**config.mk**
```make
export PLATFORM = sky130hd
export DESIGN_NAME = bcd_scan_converter
export DESIGN_NICKNAME = d
export VERILOG_FILES = /design/src/rtl/bcd_scan_converter.sv
export SDC_FILE = /design/constraint.sdc
export NUM_CORES = 1
export LEC_CHECK = 0
export CORE_AREA = 4 4 63 65
export DETAILED_ROUTE_END_ITERATION = 12
export DIE_AREA = 0 0 67 69
export HOLD_SLACK_MARGIN = 0.06
export PLACE_DENSITY_LB_ADDON = 0.12
export SYNTH_ARGS = -nofsm -noshare
export SYNTH_HDL_FRONTEND = slang
export SYNTH_SLANG_ARGS = --single-unit
```
**constraint.sdc**
```tcl
create_clock -name clock -period 2.01 [get_ports clock]
set_clock_uncertainty 0.1 [all_clocks]
set_input_delay 0.5025 -clock clock [delete_from_list [all_inputs] [get_ports clock]]
set_output_delay 0.5025 -clock clock [all_outputs]
set_load 0.01 [all_outputs]
```
**src/rtl/bcd_scan_converter.sv**
```systemverilog
// Sequential binary-to-BCD converter (shift-add-3, one bit per cycle) that then
// scans the BCD digits out MSB first, holding each for 2^DWELL_POW2 cycles.
module bcd_scan_converter #(
  parameter int WIDTH      = 8,
  parameter int DIGITS     = 3,
  parameter int DWELL_POW2 = 3,
  localparam int PW        = (DIGITS > 1) ? $clog2(DIGITS) : 1
) (
  input  logic             clock,
  input  logic             reset_n,
  input  logic             in_valid,
  output logic             in_ready,
  input  logic [WIDTH-1:0] binary,
  input  logic             blank_lz,
  output logic [3:0]       digit,
  output logic [PW-1:0]    digit_place,
  output logic             digit_valid,
  output logic             digit_blank,
  output logic             overflow
);

  localparam int BW   = (WIDTH > 1) ? $clog2(WIDTH) : 1;
  localparam int DW   = (DWELL_POW2 > 0) ? DWELL_POW2 : 1;
  localparam int BCDW = 4 * DIGITS;
  localparam logic [BW-1:0] LAST_BIT   = BW'(WIDTH - 1);
  localparam logic [PW-1:0] MSD_PLACE  = PW'(DIGITS - 1);

  typedef enum logic [1:0] {IDLE, CONVERT, SCAN} state_t;

  state_t            state_q, state_d;
  logic [WIDTH-1:0]  shift_q;
  logic [BCDW-1:0]   bcd_q;
  logic [BCDW-1:0]   bcd_adj;
  logic [BW-1:0]     bit_cnt_q;
  logic [DW-1:0]     dwell_q;
  logic [PW-1:0]     place_q;
  logic              ovf_q;
  logic              blank_en_q;
  logic              convert_last;
  logic              dwell_last;
  logic [3:0]        cur_nib;
  logic              upper_zero;

  function automatic logic [3:0] add3(input logic [3:0] nib);
    return (nib >= 4'd5) ? nib + 4'd3 : nib;
  endfunction

  assign convert_last = (bit_cnt_q == LAST_BIT);
  assign dwell_last   = (DWELL_POW2 == 0) || (dwell_q == '1);

  always_comb begin
    bcd_adj = '0;
    for (int i = 0; i < DIGITS; i++) begin
      bcd_adj[4*i +: 4] = add3(bcd_q[4*i +: 4]);
    end
  end

  // Current nibble plus "this and every more-significant nibble is zero"
  always_comb begin
    cur_nib    = 4'd0;
    upper_zero = 1'b1;
    for (int i = 0; i < DIGITS; i++) begin
      if (PW'(i) == place_q) cur_nib = bcd_q[4*i +: 4];
      if ((PW'(i) >= place_q) && (bcd_q[4*i +: 4] != 4'd0)) upper_zero = 1'b0;
    end
  end

  always_comb begin
    state_d = state_q;
    case (state_q)
      IDLE:    if (in_valid) state_d = CONVERT;
      CONVERT: if (convert_last) state_d = SCAN;
      SCAN:    if (dwell_last && (place_q == '0)) state_d = IDLE;
      default: state_d = IDLE;
    endcase
  end

  always_ff @(posedge clock) begin
    if (!reset_n) state_q <= IDLE;
    else          state_q <= state_d;
  end

  always_ff @(posedge clock) begin
    if (!reset_n) begin
      shift_q    <= '0;
      bcd_q      <= '0;
      bit_cnt_q  <= '0;
      dwell_q    <= '0;
      place_q    <= MSD_PLACE;
      ovf_q      <= 1'b0;
      blank_en_q <= 1'b0;
    end else begin
      case (state_q)
        IDLE: begin
          if (in_valid) begin
            shift_q    <= binary;
            blank_en_q <= blank_lz;
            bcd_q      <= '0;
            ovf_q      <= 1'b0;
            bit_cnt_q  <= '0;
            dwell_q    <= '0;
            place_q    <= MSD_PLACE;
          end
        end
        // Adjust, then shift the next binary bit in; a bit leaving the top nibble means overflow
        CONVERT: begin
          bcd_q     <= {bcd_adj[BCDW-2:0], shift_q[WIDTH-1]};
          shift_q   <= shift_q << 1;
          bit_cnt_q <= convert_last ? '0 : bit_cnt_q + BW'(1);
          if (bcd_adj[BCDW-1]) ovf_q <= 1'b1;
        end
        SCAN: begin
          dwell_q <= dwell_q + DW'(1);
          if (dwell_last) begin
            dwell_q <= '0;
            if (place_q != '0) place_q <= place_q - PW'(1);
          end
        end
        default: ;
      endcase
    end
  end

  assign in_ready    = (state_q == IDLE);
  assign digit_valid = (state_q == SCAN);
  assign digit       = ovf_q ? 4'hF : cur_nib;
  assign digit_place = place_q;
  assign overflow    = ovf_q;
  assign digit_blank = (state_q == SCAN) && blank_en_q && !ovf_q &&
                       (place_q != '0) && upper_zero;

endmodule
```
# After elaboration in Yosys (flattened, before gate mapping)
# Index checks and enable logic that the tools add are counted.
# op_classes
n_addsub	6
multipliers	0
div	0
order_cmp	6
n_eq_ne	12
n_shift	0
n_mux	30
n_bitwise	0
reduce_logical	23
# op_table
op	n
4-bit two-way mux	7
12-bit case mux with 2 select lines	1
8-bit case mux with 2 select lines	1
4-bit by 2-bit adder with 4-bit output (second input constant)	3
4-bit by 3-bit greater-or-equal comparator with 1-bit output (second input constant)	3
12-bit two-way mux	1
2-bit two-way mux	6
3-bit case mux with 2 select lines	2
4-bit nonzero test	3
3-bit two-way mux	3
1-bit logical AND	8
8-bit two-way mux	1
3-bit by 1-bit adder with 3-bit output (second input constant)	2
3-bit == test (second input constant)	2
2-bit by 1-bit != test with 1-bit output (second input constant)	3
2-bit != test (second input constant)	3
2-bit case mux with 3 select lines	1
2-bit AND reduction	3
3-bit AND reduction	2
2-bit nonzero test	3
1-bit two-way mux	5
1-bit by 2-bit greater-or-equal comparator with 1-bit output (first input constant)	2
2-bit zero test	2
2-bit case mux with 2 select lines	1
9 further kinds	9
# totals
ff_bits	32
latchBits	0
ram_bits	0
rom_bits	0
in_bits	12
elab_cells	85
memories	0

# Depth between registers and ports, before layout
# Gate-level depths: netlist of the first run.
# depth
ltp_word	6
ltp_mapped	5
mapped_depth_nobuf	5

# Worst setup path after synthesis of the first run
# No wires, ideal clock.
# synth_timing
kind	reg-to-output
start	register place_q[0], in the netlist digit_place[0]
end	output port digit_blank
arrival_time_ns	1.262
t_required_ns	1.407
path_slack_ns	0.146
path_stages_with_launch	6
path_buffers	0
cell_sequence	dfxtp_1 inv_1 ha_1 nor2_1 nand3_1 nor3_1
# synth_between
elab_chain_len	6
word_cells_on_any_way	12
# synth_rtl
element	line_no	rtl
start, declared	36	logic [PW-1:0] place_q;
start signal, assigned	116	if (place_q != '0) place_q <= place_q - PW'(1);
1-bit by 2-bit greater-or-equal comparator with 1-bit output	64	if ((PW'(i) >= place_q) && (bcd_q[4*i +: 4] != 4'd0)) upper_zero = 1'b0;
1-bit logical AND	64	
1-bit two-way mux (3 in series)	64	
1-bit logical AND *	130	(place_q != '0) && upper_zero;
end, declared	18	output logic digit_blank,
# Mark *: on every way between the ends. The rest lies on a longest branch, timed or not.

# Worst setup path in the final report of the first run
# layout_timing
start	register place_q[1], in the netlist digit_place[1]
end	output port digit[0]
# layout_between
elab_chain_len	5
word_cells_on_any_way	7
# layout_rtl
element	line_no	rtl
2-bit zero test	63	if (PW'(i) == place_q) cur_nib = bcd_q[4*i +: 4];
4-bit two-way mux (2 in series)	63	
4-bit two-way mux *	63	
4-bit two-way mux *	126	assign digit = ovf_q ? 4'hF : cur_nib;
end, declared	15	output logic [3:0] digit,
# Marked as above.

==> results of run 1 <==
-- flip-flops by register name (all words and copies together), names as in the netlist --
name	count
bcd_q	12
bit_cnt_q	3
blank_en_q	1
digit_place	2
dwell_q	3
overflow	1
shift_q	8
state_q	2
-- cell type report --
type | instances | area (um^2)
clock buffers | 8 | 58.81
repair buffers | 57 | 476.7
inverters | 10 | 42.54
multi-input cells | 164 | 1146
well taps | 46 | 57.56
fillers | 274 | 909.6
flip-flops and latches | 32 | 645.6
-- path summary, 6_finish.rpt --
| check | end | slack [ns] |
|---|---|---|
| worst min register to register | shift_q[6]$_SDFFE_PN0P_ | 0.38 |
| worst max-delay path | digit[0] | -0.14 |
| worst min-delay path | shift_q[6]$_SDFFE_PN0P_ | 0.38 |
| worst max register to register | overflow$_SDFFE_PN0P_ | 0.34 |
-- power by group --
part | switching, mW | internal (mW)
clock | 0.219 | 0.172
combinational | 0.0762 | 0.0710
sequential | 0.0103 | 0.652
-- cell usage after synthesis (2+ instances only) --
cell      number
and3_1         2
a311oi_1       7
a2111o_1       6
mux2i_1        3
o21ai_0        6
o21bai_1       2
nand2b_1       6
nor4b_1        3
nand2_1       22
inv_1         10
ha_1          14
dfxtp_1       32
nor2_1        21
a211o_1        4
xor2_1         2
or2_2          4
a21oi_1       15
nand3b_1       6
clkbuf_1       9
nand3_1       17
buf_2          7
o31ai_1        2
o211ai_1       6
nor2b_1        2
a22oi_1        6
-- logic make-up after synthesis --
kind of cell | count (synthesis)
compound gates | 58
xor+xnor | 2
fa+ha+maj | 14
buf+inv | 28
flops | 32
mux | 3
simple gates | 87
-- what timing repair did --
action,4_1_cts,5_1_grt
endpoints found under the setup margin,7,7
buffers inserted,3,0
pin swaps,5,4
resized for setup,44,7
-- routing by layer --
layer,vias up,share of wire (%),track usage (%)
met5,-,0,0
met4,0,1.3,8.784
met3,8,6.3,6.006
met2,65,50,36.57
met1,858,42,27.63
li1,897,-,-
-- worst max-delay path, delay by kind of cell (launching register included) --
| kind | cells | cell delay [ns] |
|---|---|---|
| AO/OA/AOI/OAI | 2 | 0.31 |
| buffers and inverters | 3 | 0.32 |
| adder cells (fa/ha/maj) | 1 | 0.17 |
| flip-flops | 1 | 0.37 |
| AND/OR/NAND/NOR | 1 | 0.05 |
==> results_dict.tcl, run 1 <==
set metrics [dict create \
    yosysTopAreaCell "dfxtp_1" \
    r2r-start "bcd_q[8]$_SDFFE_PN0P_" \
    grt_pass1_wl_mm 8.204 \
    syn_nets 250 \
    diodes 0 \
    nets 296 \
    yosysWarnings 0 \
    synth_edf_count 0 \
    synth-simple-area-share_pct 23.57 \
    cts_buffer_depth 2 \
    reg2regPathDepth 6 \
    slew_headroom_pct 79.03 \
    min_from "shift_q[5]$_SDFFE_PN0P_" \
    end_kind "output port" \
    worstPathMaxFanout 6 \
    core_area_um2 3337 \
    layout_commonest_cell "buf_4" \
    antenna_found_initial 0 \
    whs_path_depth 2 \
    vias_per_cell 5.767 \
    muxShareOfSynthArea_pct 1.630 \
    dp_cells 306 \
    first_global_vias 1848 \
    drv_cap 0 \
    dieArea_um2 4623 \
    peakVddDrop_uv 445.4 \
    layout_common_cells "33 x buf_4, 30 x dfxtp_1, 21 x nor2_1, 20 x nand2_1, 17 x nand3_1" \
    syn_avg_cell_area_um2 8.222 \
    required_ns 1.41 \
    synthAdderAreaFrac_pct 9.511 \
    cts_hold_buffers 0 \
    port_buffers 21 \
    drt-pass1-iter-count 4 \
    instances_no_fill 317 \
    place_area_um2 2286 \
    fp-row-count 21 \
    setup_viol 5 \
    cts_max_level 2 \
    crit_slowest_cell "dfxtp_2" \
    initial_core_util_pct 55.19 \
    drc 0 \
    postRouteAntennaNets 0 \
    power.leakage_nw 1.021 \
    whs_ns 0.3821 \
    crit_type "flip-flop to output port" \
    grt-ovfl-total 0 \
    worstSetupStartpoint "digit_place[1]$_SDFFE_PN1P_" \
    hold_violations 0 \
    min_path_type "flip-flop to flip-flop" \
    powerDensity_nw_per_um2 494.7 \
    synthArstFlopShare_pct 0 \
    grt_max_degree 19 \
    wire_per_inst_um 14.56 \
    clk_pin_slew_ns 0.09 \
    arrival_ns 1.55 \
    cts_buffers 5 \
    synth_xor_area_share_pct 0.9511 \
    fmax_mhz 464.5 \
    place_hpwl_mm 3.394 \
    max_stage_delay_ns 0.37 \
    synth_top_area_share_pct 34.78 \
    drive_gt1_share_pct 24.35 \
    ys_ff_latch 32 \
    synth_area_leaders "dfxtp_1 35%, ha_1 9.5%, nand3_1 4.6%, nand2_1 4.5%, nor2_1 4.3%" \
    worst_pin_slew_ns 0.3145 \
    cts_tree "yes" \
    synth_compound_area_share_pct 22.96 \
    violations "negative setup slack" \
    syn_to_final_growth_pct 31.79 \
    ios 22 \
    path_cells "inv_4 -> ha_4 -> buf_6 -> nand2_4 -> a21oi_2 -> a211o_1 -> buf_2" \
    synth_top_family_by_area "simple AND/OR/NAND/NOR gates" \
    clock_sinks 32 \
    worstSkewPairLatency_ns 0.35 \
    wl_mm 4.615 \
    synth_cells 224 \
    status "finished, violations left" \
    total_power_mw 1.201 \
    die_x_um 67 \
    fin_util_pct 72.74 \
    design_area_um2 2427 \
    die_h_um 69 \
    synth.cell_area_um2 1842 \
    ys_types 35 \
    fin_setup_tns_ns -0.5525 \
    rsz0062_at_grt "yes" \
    ys.flop_type "dfxtp_1" \
    timing.final.ws_setup_ns -0.1428 \
    grt_usage_pct 22.49 \
    vias 1828 \
    drtIter0Drc 155 \
    gp_congestion 0.8728 \
    finalCriticalPeriod_ns 2.153 \
    worstSetupStartpointType "flip-flop" \
    slew_viol_final 0 \
    clockRootBuffer "clkbuf_4" \
    finalCritPeriodShare_pct 107.1 \
    post-place-ws_ns -0.3166 \
    ys_seq_area_share_pct 34.78 \
]
Note: power is estimated with default switching activity, not from simulation.
==> run 2: changes to the inputs <==
- ABC_CLOCK_PERIOD_IN_PS: unset -> 1700
- CORE_AREA: 4 4 63 65 -> 4 4 66 68
- DIE_AREA: 0 0 67 69 -> 0 0 70 72
- clock period: 2.01 -> 1.7 ns (I/O delays scaled with it)
==> run 2 against run 1 <==
- the run still ends with negative setup slack left
- final cell count is 2.2% higher
- clock power is 37% higher
- highest routed layer unchanged
- utilization shrank 7.9 points
- critical path type unchanged
- largest power group unchanged
- non-clock buffer count is 4 higher
==> results_dict.tcl, run 2 (synthesis results as in run 1) <==
set metrics [dict create \
    status "finished, violations left" \
    violations "negative setup slack" \
    instances_no_fill 324 \
    drtIter0Drc 67 \
    cts_hold_buffers 0 \
    first_global_vias 1648 \
    r2r-start "bcd_q[8]$_SDFFE_PN0P_" \
    place_area_um2 2344 \
    place_hpwl_mm 3.233 \
    worstSetupStartpointType "flip-flop" \
    worst_pin_slew_ns 0.3758 \
    power.leakage_nw 1.005 \
    slew_headroom_pct 74.89 \
    drt-pass1-iter-count 4 \
    grt_usage_pct 18.69 \
    max_stage_delay_ns 0.35 \
    dp_cells 316 \
    crit_buf_inv 3 \
    timing.final.ws_setup_ns -0.2719 \
    layout_commonest_cell "buf_4" \
    top_register "bcd_q" \
    clockRootBuffer "clkbuf_8" \
    timing.rr.end "overflow$_SDFFE_PN0P_" \
    largestRegisters "bcd_q (12), shift_q (8)" \
    min_from "shift_q[5]$_SDFFE_PN0P_" \
    path_cells "inv_4 -> ha_4 -> buf_6 -> nand2_2 -> a21oi_2 -> a211o_1 -> buf_2" \
    wire_per_inst_um 13.83 \
    fp-row-count 23 \
    reg2reg_slack_ns 0.11 \
    finalCriticalPeriod_ns 1.972 \
    min_path_type "flip-flop to flip-flop" \
    die_x_um 70 \
    initial_core_util_pct 47.76 \
    postRouteAntennaNets 0 \
    core_area_um2 3856 \
    grt_max_degree 23 \
    fin_util_pct 64.86 \
    hold_violations 0 \
    crit_type "flip-flop to output port" \
    wl_mm 4.482 \
    layout_common_cells "36 x buf_4, 28 x dfxtp_1, 20 x nor2_1, 19 x nand2_1, 16 x nand3_1" \
    fin_setup_tns_ns -1.239 \
    drc 0 \
    grt_pass1_wl_mm 7.534 \
    cts_max_level 2 \
    path_delay_family "flip-flops" \
    post-place-ws_ns -0.4703 \
    hold_end "shift_q[6]$_SDFFE_PN0P_" \
    design_area_um2 2501 \
    drv_cap 0 \
    gp_congestion 0.8214 \
    port_buffers 21 \
    nets 300 \
    whs_path_depth 2 \
    cts_tree "yes" \
    fmax_mhz 507.1 \
    vias 1760 \
    reg2regPathDepth 6 \
    cts_buffer_depth 2 \
    peakVddDrop_uv 474.4 \
    arrival_ns 1.45 \
    cts_buffers 5 \
    die_h_um 72 \
    clock_sinks 32 \
    dieArea_um2 5040 \
    diodes 0 \
    finalCritPeriodShare_pct 116.0 \
    setup_viol 5 \
    worstPathMaxFanout 6 \
    rsz0062_at_grt "yes" \
    required_ns 1.17 \
    clk_pin_slew_ns 0.06 \
    antenna_found_initial 0 \
    powerDensity_nw_per_um2 600.0 \
    worstSkewPairLatency_ns 0.28 \
    slew_viol_final 0 \
    drive_gt1_share_pct 28.47 \
    grt-ovfl-total 0 \
    largest_reg_flops 12 \
    ios 22 \
    end_kind "output port" \
    crit_slowest_cell "dfxtp_2" \
    syn_to_final_growth_pct 35.80 \
    vias_per_cell 5.432 \
]
==> run 2: worst max path at each step <==
stage,start,slack (ns),cells after the start,end
after global placement,digit_place[1]$_SDFFE_PN1P_,-0.44,6,digit[0]
after CTS,digit_place[1]$_SDFFE_PN1P_,-0.27,7,digit[2]
final,digit_place[1]$_SDFFE_PN1P_,-0.27,7,digit[0]
after global routing,digit_place[1]$_SDFFE_PN1P_,-0.33,7,digit[2]
after detailed placement,digit_place[1]$_SDFFE_PN1P_,-0.47,6,digit[0]
after floorplan,digit_place[1]$_SDFFE_PN1P_,0.01,5,digit[2]
==> run 2: stage by stage <==
step	power, mW	hold WS (ns)
floorplan	0.9013	0.3448
global placement	0.9784	0.3604
detailed placement	0.9801	0.3668
CTS	1.521	0.3738
global route	1.577	0.4061
finish	1.501	0.3739
==> run 2: worst min-delay path, delay by kind of cell (launching register included) <==
family	cells	cell delay [ns]
flops	1	0.31
simple gates	1	0.05
compound gates	1	0.07
==> run 2: final cells by class <==
cell class / instances / area, um^2
clock inverters: 1 / 5.005
well taps: 50 / 62.56
fillers: 344 / 1355
inverters: 10 / 42.54
clock buffers: 6 / 72.57
multi-input cells: 164 / 1169
repair buffers: 61 / 501.7
flip-flops and latches: 32 / 648.1
==> run 2: where the power goes <==
group	switching (mW)	internal (mW)	total, mW
logic	0.0896	0.0882	0.178
clock network	0.261	0.278	0.538
registers	0.0132	0.772	0.785
==> run 2: per-layer routing <==
layer | GRT usage (%) | vias up | share of wire (%)
li1 | - | 904 | -
met1 | 22.64 | 814 | 47
met2 | 31.79 | 34 | 47
met3 | 4.709 | 8 | 3.5
met4 | 7.660 | 0 | 2.5
met5 | 0 | - | 0
==> run 2: what timing repair did <==
action | in CTS | in global routing
gates cloned | 0 | 0
buffers inserted | 1 | 0
endpoints found under the setup margin | 12 | 10
pin swaps | 6 | 3
hold endpoints to repair | 0 | 0
resized for setup | 42 | 16
==> run 3: changes to the inputs <==
- HOLD_SLACK_MARGIN: 0.06 -> 0.12
==> results of run 3 <==
Final layout, timing and power as in run 2 (identical DEF).
